--- config.mk ---
export PLATFORM = sky130hd
export DESIGN_NAME = jedro_1_irq_ctrl
export DESIGN_NICKNAME = d
export VERILOG_FILES = /design/src/rtl/jedro_1_irq_pkg.sv /design/src/rtl/jedro_1_irq_sync.sv /design/src/rtl/jedro_1_irq_ctrl.sv
export SDC_FILE = /design/constraint.sdc
export NUM_CORES = 1
export LEC_CHECK = 0
export ABC_AREA = 1
export BUFFER_PORTS_ARGS = -buffer_cell sky130_fd_sc_hd__buf_2
export CORE_MARGIN = 3
export CORE_UTILIZATION = 44
export DETAILED_ROUTE_END_ITERATION = 10
export PLACE_DENSITY = 0.84
export REMOVE_ABC_BUFFERS = 1
export SLEW_MARGIN = 10
export SYNTH_ARGS = -nofsm -noshare
export SYNTH_HDL_FRONTEND = slang
export SYNTH_SLANG_ARGS = --single-unit
--- constraint.sdc ---
create_clock -name clk_i -period 1.6 [get_ports clk_i]
set_input_delay 0.16 -clock clk_i [delete_from_list [all_inputs] [get_ports clk_i]]
set_output_delay 0.16 -clock clk_i [all_outputs]
set_load 0.01 [all_outputs]
--- src/rtl/jedro_1_irq_pkg.sv ---
// Shared types and constants for the jedro_1 machine-mode interrupt controller.
// Latency: n/a (declarations only).
// Backpressure: n/a.
package jedro_1_irq_pkg;

   // Controller states: wait for work, wait for a safe boundary, hold request, settle after ack.
   typedef enum logic [1:0] {
      IDLE,
      ARM,
      REQ,
      HOLDOFF
   } irq_state_e;

   // mcause exception codes for the machine-level interrupts.
   localparam logic [3:0] IRQ_CAUSE_MSI = 4'd3;
   localparam logic [3:0] IRQ_CAUSE_MTI = 4'd7;
   localparam logic [3:0] IRQ_CAUSE_MEI = 4'd11;

   // Interrupt flag position in mcause for the native 32-bit core.
   localparam int IRQ_INT_BIT = 31;

   // Width of the post-ack holdoff counter (loads 0..15).
   localparam int HOLDOFF_CNT_W = 4;

endpackage

--- src/rtl/jedro_1_irq_sync.sv ---
// Flop-chain synchroniser for one asynchronous interrupt line.
// Latency: SYNC_STAGES cycles from raw input to q.
// Backpressure: none; free-running sampler.
// Ports: clk_i core clock, rstn_i async active-low reset, d raw line, q synchronised line.
module jedro_1_irq_sync #(
   parameter int SYNC_STAGES = 2
) (
   input  logic clk_i,
   input  logic rstn_i,
   input  logic d,
   output logic q
);

   logic [SYNC_STAGES-1:0] ff;

   always_ff @(posedge clk_i or negedge rstn_i) begin
      if (!rstn_i) begin
         ff <= '0;
      end else begin
         ff[0] <= d;
         for (int i = 1; i < SYNC_STAGES; i++) begin
            ff[i] <= ff[i-1];
         end
      end
   end

   assign q = ff[SYNC_STAGES-1];

endmodule

--- src/rtl/jedro_1_irq_ctrl.sv ---
// Machine-mode interrupt controller: sync, mask, prioritise, request a trap at a safe boundary.
// Latency: request rises SYNC_STAGES+2 cycles after a raw line rises (boundary open, no exception).
// Backpressure: irq_req_o/irq_cause_o held stable until irq_ack_i; then HOLDOFF_CYCLES idle cycles.
// Ports: clk_i/rstn_i clock and async active-low reset; sw/timer/ext_irq_i raw level lines;
//        mstatus_mie_i, mie_m*ie_i enables; instr_boundary_i, exc_pending_i, mret_i pipeline status;
//        irq_ack_i trap taken; irq_req_o/irq_cause_o registered request and mcause; busy_o not idle.
module jedro_1_irq_ctrl
   import jedro_1_irq_pkg::*;
#(
   parameter int DATA_WIDTH     = IRQ_INT_BIT + 1,
   parameter int SYNC_STAGES    = 2,
   parameter int HOLDOFF_CYCLES = 2
) (
   input  logic                  clk_i,
   input  logic                  rstn_i,
   input  logic                  sw_irq_i,
   input  logic                  timer_irq_i,
   input  logic                  ext_irq_i,
   input  logic                  mstatus_mie_i,
   input  logic                  mie_msie_i,
   input  logic                  mie_mtie_i,
   input  logic                  mie_meie_i,
   input  logic                  instr_boundary_i,
   input  logic                  exc_pending_i,
   input  logic                  mret_i,
   input  logic                  irq_ack_i,
   output logic                  irq_req_o,
   output logic [DATA_WIDTH-1:0] irq_cause_o,
   output logic                  busy_o
);

   localparam logic [HOLDOFF_CNT_W-1:0] HOLDOFF_LOAD = HOLDOFF_CNT_W'(HOLDOFF_CYCLES);

   logic                     msip_s;
   logic                     mtip_s;
   logic                     meip_s;
   logic [2:0]               pend;
   logic                     eligible;
   logic [3:0]               win_code;
   logic [DATA_WIDTH-1:0]    win_cause;
   irq_state_e               state;
   logic [HOLDOFF_CNT_W-1:0] holdoff_cnt;

   jedro_1_irq_sync #(.SYNC_STAGES(SYNC_STAGES)) u_sync_sw (
      .clk_i  (clk_i),
      .rstn_i (rstn_i),
      .d      (sw_irq_i),
      .q      (msip_s)
   );

   jedro_1_irq_sync #(.SYNC_STAGES(SYNC_STAGES)) u_sync_timer (
      .clk_i  (clk_i),
      .rstn_i (rstn_i),
      .d      (timer_irq_i),
      .q      (mtip_s)
   );

   jedro_1_irq_sync #(.SYNC_STAGES(SYNC_STAGES)) u_sync_ext (
      .clk_i  (clk_i),
      .rstn_i (rstn_i),
      .d      (ext_irq_i),
      .q      (meip_s)
   );

   // Bit order {MEI, MSI, MTI} mirrors the priority order.
   assign pend     = {meip_s & mie_meie_i, msip_s & mie_msie_i, mtip_s & mie_mtie_i};
   assign eligible = (|pend) & mstatus_mie_i;

   // Later assignments override earlier ones, so the highest priority wins.
   always_comb begin
      win_code = IRQ_CAUSE_MTI;
      if (pend[1]) win_code = IRQ_CAUSE_MSI;
      if (pend[2]) win_code = IRQ_CAUSE_MEI;
   end

   always_comb begin
      win_cause                 = '0;
      win_cause[DATA_WIDTH-1]   = 1'b1;
      win_cause[3:0]            = win_code;
   end

   always_ff @(posedge clk_i or negedge rstn_i) begin
      if (!rstn_i) begin
         state       <= IDLE;
         holdoff_cnt <= '0;
         irq_req_o   <= 1'b0;
         irq_cause_o <= '0;
      end else begin
         case (state)
            IDLE: begin
               if (eligible && !exc_pending_i) state <= ARM;
            end
            ARM: begin
               // Winner is taken live on the issuing edge; nothing is latched while waiting.
               if (!eligible) begin
                  state <= IDLE;
               end else if (instr_boundary_i && !exc_pending_i && !mret_i) begin
                  state       <= REQ;
                  irq_req_o   <= 1'b1;
                  irq_cause_o <= win_cause;
               end
            end
            REQ: begin
               // Committed: line drops, mask changes and exceptions cannot withdraw the request.
               if (irq_ack_i) begin
                  irq_req_o   <= 1'b0;
                  irq_cause_o <= '0;
                  holdoff_cnt <= HOLDOFF_LOAD;
                  state       <= (HOLDOFF_CYCLES == 0) ? IDLE : HOLDOFF;
               end
            end
            HOLDOFF: begin
               // Gives the CSR's mstatus.MIE clear time to reach us before re-arbitrating.
               holdoff_cnt <= holdoff_cnt - 1'b1;
               if (holdoff_cnt <= 1) state <= IDLE;
            end
            default: state <= IDLE;
         endcase
      end
   end

   assign busy_o = (state != IDLE);

endmodule
* After elaboration in Yosys (flattened, before gate mapping)
Index checks and enable logic that the tools add are counted.
** Word-level totals
- Memories :: 0
- Bits in registers :: 45
- Bits in latches :: 0
- Word-level logic and storage cells :: 53
- Output and inout port bits :: 34
- ROM bits :: 0
- RAM bits :: 0
** Operators by class
- Shift operators :: 0
- Add/subtract/negate cells :: 1
- Reduce and logical (&&, ||, !) cells :: 13
- Equal/unequal tests :: 9
- Divide/modulo/power cells :: 0
- Multiplexer cells :: 18
- $lt $le $gt $ge :: 1
- Bitwise operators :: 4
- Multiply operators :: 0
** Operators with widths (count)
- $mux W32 :: 3
- $pmux W32 S2 :: 1
- $mux W2 :: 5
- $ne A2 B2 Y1 const B :: 5
- $mux W4 :: 2
- $pmux W2 S4 :: 1
- $pmux W4 S2 :: 1
- $reduce_and A4 Y1 :: 2
- $reduce_bool A2 Y1 :: 3
- $and A1 B1 Y1 :: 4
- $eq A2 B2 Y1 const B :: 2
- $le A4 B1 Y1 const B :: 1
- $sub A4 B1 Y4 const B :: 1
- $logic_and A1 B1 Y1 :: 3
- $mux W1 :: 3
- $mux W3 :: 1
- $ne A3 B3 Y1 const B :: 1
- $reduce_or A3 Y1 :: 1
- $eq A2 B1 Y1 const B :: 1
- $logic_not A1 Y1 :: 2
- $logic_not A2 Y1 :: 1
- $pmux W1 S2 :: 1
- $reduce_and A2 Y1 :: 1

* Depth between registers and ports, before layout
Gate-level depths: netlist (run 1).
- Word-level depth :: 6
- Mapped depth :: 9
- Mapped depth without buffers :: 9

* Cells and area by module
From an unflattened synthesis (run 1), not the netlist that was laid out.
** Second synthesis, totals
- Cells, all modules :: 112
- Area, all modules :: 928.4 um2
** By module, submodules not included
- jedro_1_irq_ctrl :: area each 778.2 um2, cells each 106, instances 1, sequential area each 225.2 um2
- jedro_1_irq_sync :: area each 50.0 um2, cells each 2, instances 3, sequential area each 50.0 um2

* Worst setup path before layout (run 1)
No wires, ideal clock.
- Kind :: register to register
- Start :: register holdoff_cnt[0]
- End :: register state[0]
- Data required time :: 1481 ps
- Cell stages (with the launch flop) :: 9
- Arrival :: 1106 ps
- Path slack :: 375 ps
- Cells stage by stage :: dfrtp_1 inv_1 ha_1 inv_1 nand2_1 nand2_1 a21oi_2 nand4_1 and2_1
** Between the ends
- Longest elaborated chain between the ends :: 3
** Ends and longest elaborated chain
- start, declared :: line jedro_1_irq_ctrl.sv:42 : logic [HOLDOFF_CNT_W-1:0] holdoff_cnt;
- start signal, assigned :: line jedro_1_irq_ctrl.sv:114 : holdoff_cnt <= holdoff_cnt - 1'b1;
- $le A4 B1 Y1 :: line jedro_1_irq_ctrl.sv:115 : if (holdoff_cnt <= 1) state <= IDLE;
- $ne A2 B2 Y1 (no source line)
- $reduce_and A4 Y1 (no source line)
- end signal, assigned :: line jedro_1_irq_ctrl.sv:109 : state <= (HOLDOFF_CYCLES == 0) ? IDLE : HOLDOFF;
- end, declared :: line jedro_1_irq_ctrl.sv:41 : irq_state_e state;
No other way between the ends.
A chain may end at the register's enable or synchronous reset.

* Worst setup path after layout (run 1)
Same ends and word-level chain as after synthesis.

==> results of run 1 <==
==> worst register-to-register path: stages, from the launching register on <==
cell	delay, ps
dfrtp_1	410
inv_1	90
ha_1	140
inv_1	40
nand2_1	50
nand2_1	60
a21oi_2	130
nand4_1	120
and2_1	170
==> cell usage in the layout, fill, tap and decap left out, types with 3 or more instances in the layout <==
cell type and instances:
clkbuf_4 3, dlygate4sd3_1 4, dfrtp_1 15, inv_1 11
nand3_1 5, o21ai_0 3, nand2_1 19, nand4_1 3
nor2_1 6, conb_1 27, buf_2 19
==> logic make-up after synthesis <==
family | count (synthesis) | share of synthesized area, %
adders and majority gates | 2 | 2.73
AOI/OAI and AO/OA | 9 | 6.42
DFF | 15 | 41.0
and+or+nand+nor | 39 | 19.5
buffers and inverters | 43 | 29.9
other | 1 | 0.409
==> power breakdown <==
part | switching, µW | internal, µW
combinational | 340 | 219
clock | 118 | 92.9
sequential | 87.5 | 486
==> through the flow <==
stage                     std cells  instance area, µm²
after global routing            157                 982
after detailed placement        149                 915
final                           157                 982
after CTS                       157                 982
after global placement          149                 915
after floorplan                 105                 788
==> layer usage <==
layer,wire length (µm),part of all wire (%)
met2,681,49
met5,0,0
met3,196,14
met4,6,0.43
met1,504,36
==> state kept, by name, summed over array words and instances, names as in the netlist, named ones only <==
signal           flops
irq_cause_o          3
holdoff_cnt          4
u_sync_sw.ff         2
state                1
u_sync_timer.ff      2
u_sync_ext.ff        2
==> how the worst max path moves through the flow <==
| stage | end | from |
|---|---|---|
| 2_1_floorplan | state[0]$_DFFE_PN0P_ | holdoff_cnt[0]$_DFFE_PN0P_ |
| 3_3_place_gp | state[0]$_DFFE_PN0P_ | holdoff_cnt[0]$_DFFE_PN0P_ |
| 3_5_place_dp | state[0]$_DFFE_PN0P_ | holdoff_cnt[1]$_DFFE_PN0P_ |
| 4_1_cts | state[0]$_DFFE_PN0P_ | holdoff_cnt[1]$_DFFE_PN0P_ |
| 5_1_grt | state[0]$_DFFE_PN0P_ | holdoff_cnt[0]$_DFFE_PN0P_ |
| 6_report | state[0]$_DFFE_PN0P_ | holdoff_cnt[0]$_DFFE_PN0P_ |
==> final cells by class <==
| cell class | count | area [µm²] |
|---|---|---|
| fill | 176 | 857 |
| clock inverter | 1 | 5.00 |
| multi-input combinational | 77 | 364 |
| inverter | 13 | 48.8 |
| clock buffer | 3 | 22.5 |
| tap | 25 | 31.3 |
| sequential | 15 | 375 |
| timing repair buffer | 23 | 135 |
==> reports/metrics.cfg, run 1 <==
[detailed_routing]
vias_per_cell = 4.23
post-route-drc-count = 0
wire_per_inst_um = 8.84
drtPass1Iterations = 4
drt_iter0_markers = 2
drt-total-wl_um = 1390
vias = 664
drt.antenna.violating_nets = 0

[setup_path]
critical_path_class = reg2reg
worstReg2RegEnd = state[0]$_DFFE_PN0P_
cpPeakStageDelay_ps = 410
rrSetupSlack_ps = 290
critPathBufInv = 2
endpoint_kind = flop
regToRegStartpoint = holdoff_cnt[0]$_DFFE_PN0P_
worstPathMaxFanout = 4
path_delay_family = flip-flops
worstPathArrival_ps = 1490
worst_ep_required_time_ps = 1780
r2r_cells = 8
slowest_stage = dfrtp_1
critical_path_cell_count = 8
path_cells = inv_1, ha_1, inv_1, nand2_1, nand2_1, a21oi_2, nand4_1, and2_1
startpoint_type = flop

[cts]
clk_latency_ps = 280
cts_tree = yes
postCtsHoldBufs = 4
path_clk_slew_ps = 90
cts_max_level = 1
post_cts_buffers = 0
root_buffer = clkbuf_4
cts_sinks = 15
ctsResizeCount = 0
clockBufferDepth = 2
cts_inserted_buffers = 3

[logic_synthesis]
syn_area_um2 = 916
yosysUniqueCellTypes = 19
synth_most_common_cell = buf_4
async_reset_ff_share_pct = 100
synth_area_leaders = dfrtp_1 41%, buf_4 25%, nand2_1 7.8%
ys_seq_area_share_pct = 41.0
avgSynthCellArea_um2 = 8.40
syn-instance-count = 109
synthFlopType = dfrtp_1
synth_warnings = 0
synth_largest_area_cell = dfrtp_1
synth_top_area_share_pct = 41.0
yosys-top-cells-count = 30 x buf_4, 19 x nand2_1, 15 x dfrtp_1
yosys_register_bits = 15
synth_edf_count = 0

[outcome]
outcome = finished, final reports clean

[global_route]
met3_usage_pct = 4.58
globalRouteOverflowTotal = 0
grt_use_met2_pct = 20.1
busiest_layer = met2
grt_pass1_vias = 558
grt_pass1_wl_um = 2220
antenna_found_initial = 0
grtUsageMet1_pct = 12.2
grt.total_usage_pct = 11.2
grt_max_degree = 16

[finish]
nNetsFinal = 148
drive_above_1_share_pct = 25.0
antennaDiodeCount = 0
area_growth_pct = 7.24
final_util_pct = 53.4

[sta]
hold_viol = 0
setup_slack_ps = 293
max_freq_mhz = 765
maxSlewViolCount = 0
hold_slack_ps = 165
rsz0062_at_grt = no
period_needed_ps = 1310
fin_crit_sh_pct = 81.7
setup_violations = 0
finalClockSkew_ps = 1.10
tns_ps = 0

[floorplanning]
ios = 47
die_h_um = 51.6
die_w_um = 51.6
rows = 15
dieArea_um2 = 2670
start_util_pct = 49.8
core_um2 = 1840

[placement]
hpwl_um = 1180
post-place-ws_ps = 295
io_buffers = 19
gp_congestion = 0.807

[min_path]
hold_depth = 3
hold_path_class = in2reg
hold_path_end = irq_cause_o[3]$_DFFE_PN0P_
hp-start = mie_meie_i

[flow_run]
drv_cap = 0

[power]
vdd_drop_max_uv = 754
power.total_uw = 1340
p_leak_uw = 0.000565
power_density_nw_per_um2 = 1370

Power figures use the tool's default switching activity.
==> run 2, diff against run 1 <==
CORE_UTILIZATION = 40   (was 44)
PLACE_DENSITY = 0.81   (was 0.84)
clock period = 1.15 ns   (was 1.6 ns; I/O delays follow)
==> run 2 against run 1 <==
  * Highest routed layer unchanged
  * Via count rose by 12%
  * Fmax is 1.3% lower
  * Critical path type unchanged
  * Combinational power up 130%
  * First-iteration DRC count stayed put
  * Wire length rose by 19%
  * Non-clock buffer count increased by 16
  * Design area up 22%
  * Global-route usage increased by 0.44 points
  * The flow now finishes with violations (negative setup slack)
  * Flip-flop and latch count unchanged
  * Die area is 8.8% higher
  * Register-to-register slack worse by 470 ps
  * Sequential power rose by 40%
==> reports/metrics.cfg, run 2 (same netlist as run 1, synthesis figures left out) <==
[detailed_routing]
drt_iter0_markers = 2  ; unchanged
drtPass1Iterations = 3  ; was 4
vias_per_cell = 4.25  ; was 4.23
drt.antenna.violating_nets = 0  ; unchanged
wire_per_inst_um = 9.41  ; was 8.84 µm
vias = 744  ; was 664
post-route-drc-count = 0  ; unchanged
drt-total-wl_um = 1650  ; was 1390 µm

[floorplanning]
die_h_um = 53.9  ; was 51.6 µm
start_util_pct = 44.4  ; was 49.8%
rows = 16  ; was 15
ios = 47  ; unchanged
die_w_um = 53.9  ; was 51.6 µm
dieArea_um2 = 2900  ; was 2670 µm²
core_um2 = 2060  ; was 1840 µm²

[cts]
cts_max_level = 1  ; unchanged
clockBufferDepth = 2  ; unchanged
cts_tree = yes  ; unchanged
root_buffer = clkbuf_4  ; unchanged
cts_sinks = 15  ; unchanged
cts_inserted_buffers = 3  ; unchanged
path_clk_slew_ps = 100  ; was 90 ps
clk_latency_ps = 290  ; was 280 ps

[finish]
layout.cells.most_common_list = 27 x conb_1, 19 x buf_2, 18 x nand2_1  ; was 27 x conb_1, 19 x nand2_1, 19 x buf_2
final_common_cell = conb_1  ; unchanged
antennaDiodeCount = 0  ; unchanged
nNetsFinal = 164  ; was 148
largest_register_ffs = 4  ; unchanged
regMostFlops = holdoff_cnt  ; unchanged
drive_above_1_share_pct = 41.9  ; was 25.0%
area_growth_pct = 30.3  ; was 7.24%
top_regs = holdoff_cnt: 4 flops, irq_cause_o: 3 flops  ; unchanged

[global_route]
grt_pass1_wl_um = 2470  ; was 2220 µm
globalRouteOverflowTotal = 0  ; unchanged
grt_pass1_vias = 644  ; was 558
antenna_found_initial = 0  ; unchanged
grt.total_usage_pct = 11.6  ; was 11.2%
grt_max_degree = 16  ; unchanged

[placement]
gp_congestion = 0.721  ; was 0.807
post-place-ws_ps = -160  ; was 295 ps
io_buffers = 19  ; unchanged
hpwl_um = 1200  ; was 1180 µm

[setup_path]
rrSetupSlack_ps = -170  ; was 290 ps
crit_top_cell = nand2_1
startpoint_type = flop  ; unchanged
path_delay_family = flip-flops  ; unchanged
critPathBufInv = 2  ; unchanged
cpPeakStageDelay_ps = 400  ; was 410 ps
worst_ep_required_time_ps = 1330  ; was 1780 ps
slowest_stage = dfrtp_1  ; unchanged
critical_path_class = reg2reg  ; unchanged
worstPathArrival_ps = 1500  ; was 1490 ps
path_cells = inv_2, ha_4, inv_1, nand2_1, nand2_1, a21oi_2, nand4_1, and2_1  ; was inv_1, ha_1, inv_1, nand2_1, nand2_1, a21oi_2, nand4_1, and2_1
endpoint_kind = flop  ; unchanged
worstPathMaxFanout = 3  ; was 4

[outcome]
violations = negative setup slack
outcome = finished, violations left  ; was finished, final reports clean

[sta]
hold_viol = 0  ; unchanged
fin_crit_sh_pct = 115  ; was 81.7%
max_freq_mhz = 755  ; was 765 MHz
period_needed_ps = 1320  ; was 1310 ps
maxSlewViolCount = 0  ; unchanged
hold_slack_ps = 117  ; was 165 ps
rsz0062_at_grt = yes  ; was no
finalClockSkew_ps = 7.55  ; was 1.10 ps
setup_violations = 4  ; was 0
setup_slack_ps = -174  ; was 293 ps
tns_ps = -402  ; was 0 ps

[power]
swShare_pct = 40.4  ; was 40.6%
switchingPower_uw = 977  ; was 546 µW
power_density_nw_per_um2 = 2030  ; was 1370 nW/µm²
p_leak_uw = 0.000649  ; was 0.000565 µW
internal_power_uw = 1440  ; was 797 µW
combinationalPowerShare_pct = 53.9  ; was 41.6%
vdd_drop_max_uv = 1120  ; was 754 µV
seqPwrFrac_pct = 33.3  ; was 42.7%
clkPwrFrac_pct = 12.8  ; was 15.7%

[flow_run]
drv_cap = 0  ; unchanged

[min_path]
hold_path_class = in2reg  ; unchanged

-- run 2: cell count changes in the layout (fill, tap and decap cells not counted), sizes merged --
cell / before / now
clkinv: 1 / 0
buf: 19 / 35
clkinvlp: 0 / 1
-- run 2: per-layer routing --
metal  global-route usage [%]  wire [µm]  vias to the layer above  share of wire (%)
met4                     3.83          8                        0               0.49
met3                     2.49        166                        2                 10
met5                        0          0                        -                  0
met2                     22.4        868                       38                 53
li1                         -          -                      363                  -
met1                     12.3        603                      341                 37
-- run 2: final timing paths --
| path | depth (start not counted) | endpoint | startpoint |
|---|---|---|---|
| setup / recovery | 8 | state[0]$_DFFE_PN0P_ | holdoff_cnt[1]$_DFFE_PN0P_ |
| hold / removal | 4 | irq_cause_o[2]$_DFFE_PN0P_ | mie_msie_i |
| setup reg to reg | 8 | state[0]$_DFFE_PN0P_ | holdoff_cnt[1]$_DFFE_PN0P_ |
| hold reg to reg | 0 | u_sync_timer.ff[1]$_DFF_PN0_ | u_sync_timer.ff[0]$_DFF_PN0_ |
| max in group asynchronous | 2 | async pin | rstn_i |
| min in group asynchronous | 2 | u_sync_sw.ff[0]$_DFF_PN0_ | rstn_i |
-- run 2: stage by stage --
step	cell area (µm²)	instances	utilization [%]	total power, µW
after global placement	977	159	47.4	1650
after detailed placement	977	159	47.4	1690
final	1190	175	57.9	2420
after floorplan	788	105	-	1330
after CTS	1100	171	53.3	2160
after global routing	1190	175	57.9	2610
-- run 2: area by class of cell --
type / instances / area (µm²)
inverter: 13 / 48.8
clock inverter: 1 / 7.51
sequential: 15 / 377
multi-input combinational: 77 / 438
tap: 27 / 33.8
clock buffer: 3 / 22.5
fill: 177 / 868
timing repair buffer: 39 / 267
-- run 2: worst reg2reg max path, stage by stage, from the launching register on --
cell	delay [ps]
dfrtp_1	400
inv_2	120
ha_4	130
inv_1	30
nand2_1	50
nand2_1	50
a21oi_2	140
nand4_1	120
and2_1	170
-- run 2: timing repair --
action,4_1_cts,5_1_grt
pin swaps,4,7
setup buffers,4,6
cloned,0,0
setup endpoints to repair,6,10
resized for setup,9,17
endpoints found under the hold margin,18,0
hold buffers,4,0
-- run 2: power by group through the flow --
stage                     Clock [µW]  Combinational, µW  Sequential [µW]
after floorplan                    0                490              841
after detailed placement           0                893              797
final                            310               1300              805
after global placement             0                864              782
after CTS                        317               1050              794
after global routing             339               1440              831
==> run 3, diff against run 2 <==
CTS_CLUSTER_SIZE = 12   (was not set)
SKIP_CTS_REPAIR_TIMING = 1   (was not set)
==> run 3 against run 2 <==
  * The run still ends with negative setup slack left
  * Register-to-register slack is essentially flat
  * Clock power is essentially flat
  * Non-clock buffer count shrank 3
  * Clock-buffer cell count is the same
  * Die area is the same
  * Worst setup slack gained 10 ps
  * Largest cell class unchanged
==> reports/metrics.cfg, run 3 (same netlist as run 1, synthesis figures left out) <==
[cts]
clockBufferDepth = 2  ; unchanged
cts_max_level = 1  ; unchanged
path_clk_slew_ps = 100  ; about the same
cts_sinks = 15  ; unchanged
cts_tree = yes  ; unchanged
clk_latency_ps = 280  ; was 290 ps
root_buffer = clkbuf_4  ; unchanged
cts_inserted_buffers = 3  ; unchanged

[setup_path]
worst_ep_required_time_ps = 1330  ; about the same
worstPathMaxFanout = 3  ; unchanged
path_delay_family = flip-flops  ; unchanged
worstPathArrival_ps = 1490  ; was 1500 ps
endpoint_kind = flop  ; unchanged
critical_path_class = reg2reg  ; unchanged
crit_top_cell = nand2_1  ; unchanged
path_cells = inv_2, ha_1, inv_1, nand2_1, nand2_1, a21oi_2, nand4_1, and2_1  ; was inv_2, ha_4, inv_1, nand2_1, nand2_1, a21oi_2, nand4_1, and2_1
rrSetupSlack_ps = -160  ; was -170 ps
startpoint_type = flop  ; unchanged
slowest_stage = dfrtp_1  ; unchanged
cpPeakStageDelay_ps = 400  ; about the same
critPathBufInv = 2  ; unchanged

[sta]
max_freq_mhz = 761  ; was 755 MHz
setup_violations = 7  ; was 4
period_needed_ps = 1310  ; was 1320 ps
rsz0062_at_grt = yes  ; unchanged
maxSlewViolCount = 0  ; unchanged
hold_viol = 0  ; unchanged
setup_slack_ps = -164  ; was -174 ps
fin_crit_sh_pct = 114  ; was 115%
finalClockSkew_ps = 4.82  ; was 7.55 ps

[power]
vdd_drop_max_uv = 1070  ; was 1120 µV
power_density_nw_per_um2 = 2010  ; was 2030 nW/µm²
p_leak_uw = 0.000631  ; was 0.000649 µW

[detailed_routing]
wire_per_inst_um = 9.27  ; was 9.41 µm
vias = 723  ; was 744
drt_iter0_markers = 6  ; was 2
drt.antenna.violating_nets = 0  ; unchanged
vias_per_cell = 4.20  ; was 4.25
post-route-drc-count = 0  ; unchanged
drt-total-wl_um = 1590  ; was 1650 µm
drtPass1Iterations = 4  ; was 3

[finish]
final_util_pct = 55.2  ; was 57.9%
largest_register_ffs = 4  ; unchanged
antennaDiodeCount = 0  ; unchanged
top_regs = holdoff_cnt: 4 flops, irq_cause_o: 3 flops  ; unchanged
layout.cells.most_common_list = 27 x conb_1, 19 x buf_2, 18 x nand2_1  ; unchanged
fillerInstances = 187  ; was 177
drive_above_1_share_pct = 40.0  ; was 41.9%
regMostFlops = holdoff_cnt  ; unchanged
final_common_cell = conb_1  ; unchanged
area_growth_pct = 24.3  ; was 30.3%
nNetsFinal = 161  ; was 164

[floorplanning]
core_um2 = 2060  ; unchanged
ios = 47  ; unchanged
die_h_um = 53.9  ; unchanged
rows = 16  ; unchanged
dieArea_um2 = 2900  ; unchanged
die_w_um = 53.9  ; unchanged
start_util_pct = 44.4  ; unchanged

[placement]
hpwl_um = 1200  ; unchanged
post-place-ws_ps = -160  ; unchanged
gp_congestion = 0.721  ; unchanged
io_buffers = 19  ; unchanged

[min_path]
hold_path_class = in2reg  ; unchanged

[global_route]
grt_pass1_wl_um = 2330  ; was 2470 µm
antenna_found_initial = 0  ; unchanged
globalRouteOverflowTotal = 0  ; unchanged
grt_max_degree = 16  ; unchanged
grt_pass1_vias = 620  ; was 644
grt.total_usage_pct = 11.0  ; was 11.6%

[outcome]
outcome = finished, violations left  ; unchanged
violations = negative setup slack  ; unchanged

[flow_run]
drv_cap = 0  ; unchanged

-- run 3: cell count changes in the layout (fill, tap and decap cells not counted) --
cell	before	now
buf_6	3	1
buf_4	13	12
ha_1	0	1
ha_4	2	1
nand3_2	1	2
nand3_4	1	0
nor2_2	1	2
nor2_4	3	2
o21ai_0	1	0
o21ai_1	1	2
-- run 3: final cells by class --
| type | instances | area (µm²) | share of cell area [%] |
|---|---|---|---|
| clock buffers | 3 | 22.5 | 1.98 |
| clock inverters | 1 | 7.51 | 0.659 |
| inverters | 13 | 48.8 | 4.29 |
| multi-input cells | 77 | 413 | 36.3 |
| flip-flops and latches | 15 | 377 | 33.1 |
| well taps | 27 | 33.8 | 2.97 |
| repair buffers | 36 | 236 | 20.8 |
-- run 3: through the flow --
stage | cell area (µm²) | cells | TNS [ps] | total power [µW] | hold slack (ps)
global placement | 977 | 159 | -133 | 1650 | 30.1
finish | 1140 | 172 | -477 | 2280 | 120
CTS | 1010 | 163 | -401 | 2000 | -279
global route | 1140 | 172 | -1070 | 2470 | 131
floorplan | 788 | 105 | -94.4 | 1330 | -181
detailed placement | 977 | 159 | -273 | 1690 | 34.9
-- run 3: final timing paths --
kind,depth (start not counted),from,endpoint
min reg2reg,0,u_sync_sw.ff[0]$_DFF_PN0_,u_sync_sw.ff[1]$_DFF_PN0_
min,4,mie_msie_i,irq_cause_o[2]$_DFFE_PN0P_
max,8,holdoff_cnt[1]$_DFFE_PN0P_,state[0]$_DFFE_PN0P_
max in group asynchronous,2,rstn_i,async pin
min in group asynchronous,2,rstn_i,u_sync_sw.ff[0]$_DFF_PN0_
max reg2reg,8,holdoff_cnt[1]$_DFFE_PN0P_,state[0]$_DFFE_PN0P_
-- run 3: worst min-delay path: stages --
cell,delay [ps]
buf_2,80
nand2_1,50
nand2_1,80
o21ai_2,60
-- run 3: metal layers --
metal  track usage [%]  vias up  routed length (µm)
li1                  -      358                   -
met1              11.9      329                 617
met2              20.6       36                 812
met3              2.49        0                 164
met4              3.83        0                   0
met5                 0        -                   0
-- run 3: power breakdown --
part / switching (µW) / internal [µW] / total, µW
clock: 178 / 132 / 310
sequential: 123 / 677 / 801
combinational: 618 / 556 / 1170
total: 920 / 1370 / 2280
